**src/rtl/updown_ctrl.sv**
```systemverilog
// Direction controller for the sync_updown counter: manual button control or ping-pong sweep.
// Define UPDOWN_CTRL_DEBOUNCE_EN to build the per-button debouncers; otherwise the synchronizer output is used directly.
module updown_ctrl #(
  parameter int WIDTH     = 3,
  parameter int DB_CYCLES = 4
) (
  input  logic             clk,
  input  logic             rst,
  input  logic             up_btn,
  input  logic             dn_btn,
  input  logic             mode,
  input  logic [WIDTH-1:0] q,
  output logic             updown,
  output logic             dir_chg
);

  typedef enum logic {DN = 1'b0, UP = 1'b1} dir_e;

  localparam logic [WIDTH-1:0] Q_HI = {{(WIDTH-1){1'b1}}, 1'b0};
  localparam logic [WIDTH-1:0] Q_LO = {{(WIDTH-1){1'b0}}, 1'b1};

  logic [1:0] btn_s;
  logic [1:0] sync1_r;
  logic [1:0] sync2_r;
  logic [1:0] deb_s;
  logic [1:0] deb_d_r;
  logic [1:0] rise_s;
  dir_e       state_r;
  dir_e       state_nxt_s;
  logic       dir_chg_r;

  // bit 0 = up request, bit 1 = down request
  assign btn_s = {dn_btn, up_btn};

  // two-flop synchronizer per button
  always_ff @(posedge clk or negedge rst) begin
    if (!rst) begin
      sync1_r <= 2'b00;
      sync2_r <= 2'b00;
    end else begin
      sync1_r <= btn_s;
      sync2_r <= sync1_r;
    end
  end

`ifdef UPDOWN_CTRL_DEBOUNCE_EN
  localparam int CNT_W = $clog2(DB_CYCLES);
  localparam logic [CNT_W-1:0] CNT_MAX = CNT_W'(DB_CYCLES - 1);

  logic [1:0][CNT_W-1:0] cnt_r;
  logic [1:0]            deb_r;

  // debounce: level flips only after DB_CYCLES consecutive disagreeing cycles
  always_ff @(posedge clk or negedge rst) begin
    if (!rst) begin
      cnt_r <= '0;
      deb_r <= 2'b00;
    end else begin
      for (int i = 0; i < 2; i++) begin
        if (sync2_r[i] == deb_r[i]) begin
          cnt_r[i] <= '0;
        end else if (cnt_r[i] == CNT_MAX) begin
          deb_r[i] <= sync2_r[i];
          cnt_r[i] <= '0;
        end else begin
          cnt_r[i] <= cnt_r[i] + CNT_W'(1);
        end
      end
    end
  end

  assign deb_s = deb_r;
`else
  assign deb_s = sync2_r;
`endif

  // delayed debounced level for rising-edge detection
  always_ff @(posedge clk or negedge rst) begin
    if (!rst) begin
      deb_d_r <= 2'b00;
    end else begin
      deb_d_r <= deb_s;
    end
  end

  assign rise_s = deb_s & ~deb_d_r;

  // next direction: ping-pong turns one count early so the counter never wraps
  always_comb begin
    state_nxt_s = state_r;
    if (mode) begin
      case (state_r)
        UP: begin
          if (q >= Q_HI) state_nxt_s = DN;
          else           state_nxt_s = UP;
        end
        DN: begin
          if (q <= Q_LO) state_nxt_s = UP;
          else           state_nxt_s = DN;
        end
        default: state_nxt_s = UP;
      endcase
    end else begin
      case (rise_s)
        2'b01:   state_nxt_s = UP;
        2'b10:   state_nxt_s = DN;
        default: state_nxt_s = state_r;
      endcase
    end
  end

  // direction state and change pulse
  always_ff @(posedge clk or negedge rst) begin
    if (!rst) begin
      state_r   <= UP;
      dir_chg_r <= 1'b0;
    end else begin
      state_r   <= state_nxt_s;
      dir_chg_r <= (state_nxt_s != state_r);
    end
  end

  assign updown  = state_r;
  assign dir_chg = dir_chg_r;

endmodule

```
**config.mk**
```make
export PLATFORM = sky130hd
export DESIGN_NAME = updown_ctrl
export DESIGN_NICKNAME = d
export VERILOG_FILES = /design/src/rtl/updown_ctrl.sv
export SDC_FILE = /design/constraint.sdc
export NUM_CORES = 1
export LEC_CHECK = 0
export BUFFER_PORTS_ARGS = -buffer_cell sky130_fd_sc_hd__buf_2
export CORE_AREA = 2 2 39 41
export CTS_BUF_LIST = sky130_fd_sc_hd__clkbuf_16
export DETAILED_ROUTE_END_ITERATION = 16
export DIE_AREA = 0 0 41 43
export HOLD_SLACK_MARGIN = 0.03
export SLEW_MARGIN = 20
export SYNTH_ARGS = -nofsm -noshare
export SYNTH_HDL_FRONTEND = slang
export SYNTH_SLANG_ARGS = --single-unit
```
**constraint.sdc**
```tcl
create_clock -name clk -period 1.6 [get_ports clk]
set_input_delay 0 -clock clk [delete_from_list [all_inputs] [get_ports clk]]
set_output_delay 0 -clock clk [all_outputs]
set_load 0.01 [all_outputs]
```
==> impl_metrics.sql <==
INSERT INTO impl_metrics (metric_group, metric, value, unit) VALUES
('outcome', 'run_status', 'completed', ''),
('power_and_ir_drop', 'powerDensity', '1470', 'nW/um2'),
('floorplan', 'horizontal_die_dimension', '41', 'um'),
('clock_network', 'cts_tree', 'built', ''),
('layout', 'stdcell_count', '53', ''),
('routing', 'postRouteAntennaNets', '0', ''),
('routing', 'routed-wl-met2', '190', 'um'),
('routing', 'vias_per_cell', '4.00', ''),
('routing', 'number_of_drc_violations_after_detailed_routing', '0', ''),
('grt', 'overflow', '0', ''),
('worst_setup_path', 'regToRegSetupSlack', '0.43', 'ns'),
('floorplan', 'die_y', '43', 'um'),
('layout', 'num-nets-final', '47', ''),
('placed_design', 'placed_cells', '45', ''),
('routing', 'wl_per_cell', '8.83', 'um'),
('layout', 'antenna-diode-count', '0', ''),
('layout', 'syn2layout_area_growth', '59.3', '%'),
('placed_design', 'finalWeightedCongestion', '0.625', ''),
('synthesis', 'synthesis.area', '302', 'um2'),
('sta', 'setup-tns-final', '0', 'ns'),
('floorplan', 'io_pins', '10', ''),
('clock_network', 'cts_resized', '0', ''),
('worst_setup_path', 'cp_max_fo', '2', ''),
('sta', 'rsz0062_at_grt', 'false', ''),
('worst_setup_path', 'worst-r2r-cell-count', '4', ''),
('sta', 'fin_crit', '1.17', 'ns'),
('worst_setup_path', 'setup.worst_path.start_class', 'flop', ''),
('routing', 'dr_wl_met3', '53', 'um'),
('floorplan', 'design.die.area', '1760', 'um2'),
('floorplan', 'row_count', '14', ''),
('synthesis', 'postSynthCellCount', '21', ''),
('routing', 'maxUsedRoutingLayer', 'met4', ''),
('synthesis', 'synth.ff_latch_count', '8', ''),
('grt', 'grt_pass1_wl', '738', 'um'),
('power_and_ir_drop', 'power', '0.000707', 'W'),
('worst_setup_path', 'crit_arrival', '1.32', 'ns'),
('layout', 'share_of_final_layout_standard_cells_stronger_than_drive_strength_1', '40.5', '%'),
('worst_setup_path', 'critical_path_class', 'flop to flop', ''),
('routing', 'vias', '212', ''),
('synthesis', 'synth.lib_cells_used.distinct', '15', ''),
('sta', 'final-max-slew-violation-count', '0', ''),
('layout', 'fillers', '125', ''),
('routing', 'post_route_met1_wirelength', '202', 'um'),
('synthesis', 'synth.area.top_cells', 'sky130_fd_sc_hd__dfrtp_1, sky130_fd_sc_hd__dfstp_2, sky130_fd_sc_hd__ha_1', ''),
('layout', 'layout.area.seq', '201', 'um2'),
('power_and_ir_drop', 'total_leakage_power', '0.227', 'nW'),
('worst_setup_path', 'critical_path.endpoint_type', 'flop', ''),
('worst_setup_path', 'critPathSlowestCell', 'sky130_fd_sc_hd__dfrtp_1', ''),
('sta', 'final-hold-violation-count', '0', ''),
('synthesis', 'synth-warning-count', '0', ''),
('sta', 'worst-slew-pin-transition', '0.209', 'ns'),
('worst_setup_path', 'critPathCapture', 'updown', ''),
('sta', 'report.final.setup_viol', '0', ''),
('grt', 'initial_antenna_violation_count', '0', ''),
('synthesis', 'syn_avg_cell_area', '14.4', 'um2'),
('placed_design', 'numPortBuffers', '8', ''),
('sta', 'final_cycle_share', '73.4', '%'),
('synthesis', 'share_of_yosys_cell_area_claimed_by_the_top_area_cell_type', '58.1', '%'),
('sta', 'maxClockFrequency', '0.851', 'GHz'),
('worst_setup_path', 'crit_path_start', 'deb_s[0]', ''),
('clock_network', 'cts.root.buffer_cell', 'sky130_fd_sc_hd__clkbuf_16', ''),
('floorplan', 'start_util', '21.8', '%'),
('power_and_ir_drop', 'vdd_ir_drop_max', '0.538', 'mV'),
('routing', 'routed_wirelength', '468', 'um'),
('worst_setup_path', 'max_stage_delay', '0.36', 'ns'),
('routing', 'detailedRoute.firstPassIterationCount', '2', ''),
('synthesis', 'synth_fp_nets', '30', ''),
('sta', 'maxSlewHeadroom', '85.9', '%'),
('grt', 'grt_pass1_vias', '206', ''),
('floorplan', 'core-area', '1380', 'um2'),
('grt', 'track_usage', '7.13', '%');
-- layout by cell type, fill, tap and decap left out, types with 2 or more instances in the layout --
cell type,count
sky130_fd_sc_hd__clkbuf_16,3
sky130_fd_sc_hd__dfrtp_1,7
sky130_fd_sc_hd__inv_1,2
sky130_fd_sc_hd__buf_2,8
sky130_fd_sc_hd__dlygate4sd3_1,4
-- what timing repair did --
item                      in CTS  in global routing
hold buffers                   4                  0
buffers inserted               0                  0
hold endpoints to repair      12                  0
-- flip-flops by register name, indices dropped and copies added (netlist names) --
signal and cells:
deb_s 2, deb_d_r 2, updown 1, dir_chg 1, sync1_r 2
-- worst max-delay path, delay by kind of cell, from the launching register on --
family	cells	cell delay, ns
AOI/OAI and AO/OA	1	0.09
adders and majority gates	1	0.32
DFF	1	0.36
muxes	1	0.19
and+or+nand+nor	1	0.13
-- cell type report --
cell class                 count  area share, %
clock inverter                 1          0.781
sequential                     8           41.9
multi-input combinational     12           20.1
tap                           16           4.17
inverter                       1          0.781
timing repair buffer          12           16.7
clock buffer                   3           15.6
-- report_power, final --
| part | switching, W | total, W | internal [W] |
|---|---|---|---|
| Sequential | 0.00000847 | 0.000229 | 0.000220 |
| Combinational | 0.0000254 | 0.0000568 | 0.0000314 |
| Clock | 0.0000961 | 0.000421 | 0.000325 |
-- cells in the mapped netlist --
library cell,count
sky130_fd_sc_hd__dfrtp_1,7
sky130_fd_sc_hd__a21boi_0,1
sky130_fd_sc_hd__and3_2,1
sky130_fd_sc_hd__dfstp_2,1
sky130_fd_sc_hd__ha_1,1
sky130_fd_sc_hd__inv_1,1
sky130_fd_sc_hd__mux2i_1,1
sky130_fd_sc_hd__nand2b_1,1
sky130_fd_sc_hd__nor2b_1,1
sky130_fd_sc_hd__nor3_1,1
sky130_fd_sc_hd__o21ai_0,1
sky130_fd_sc_hd__o21ai_2,1
sky130_fd_sc_hd__o22ai_1,1
sky130_fd_sc_hd__o31ai_2,1
sky130_fd_sc_hd__xnor2_1,1
-- stage by stage --
step	hold WS (ns)	worst slack (ns)	area (um2)
final	0.138	0.425	480
after global routing	0.160	0.349	480
after CTS	0.134	0.409	480
after detailed placement	-0.152	0.414	362
after global placement	-0.153	0.420	362
after floorplan	-0.296	0.478	302
-- metal layers --
layer | global-route usage (%) | vias up
met2 | 8.44 | 11
met4 | 10.0 | 0
met3 | 3.14 | 2
li1 | - | 104
met5 | 0 | -
met1 | 7.41 | 95
-- worst min path at each step --
stage | slack [ns] | end | depth (start not counted) | from
2_1_floorplan | -0.30 | deb_d_r[0] | 0 | rst
3_3_place_gp | -0.15 | sync1_r[0] | 1 | rst
3_5_place_dp | -0.15 | deb_s[1] | 1 | rst
4_1_cts | 0.13 | deb_s[1] | 2 | rst
5_1_grt | 0.16 | deb_d_r[1] | 2 | rst
6_report | 0.14 | deb_s[1] | 2 | rst
-- logic make-up after synthesis --
| family | share of synthesized area [%] |
|---|---|
| DFF | 66.8 |
| AOI/OAI and AO/OA | 13.3 |
| and+or+nand+nor | 8.30 |
| xor gates and xnor gates | 2.91 |
| buffers and inverters | 1.24 |
| muxes | 3.32 |
| adders and majority gates | 4.15 |
Note: power is estimated with default switching activity, not from simulation.
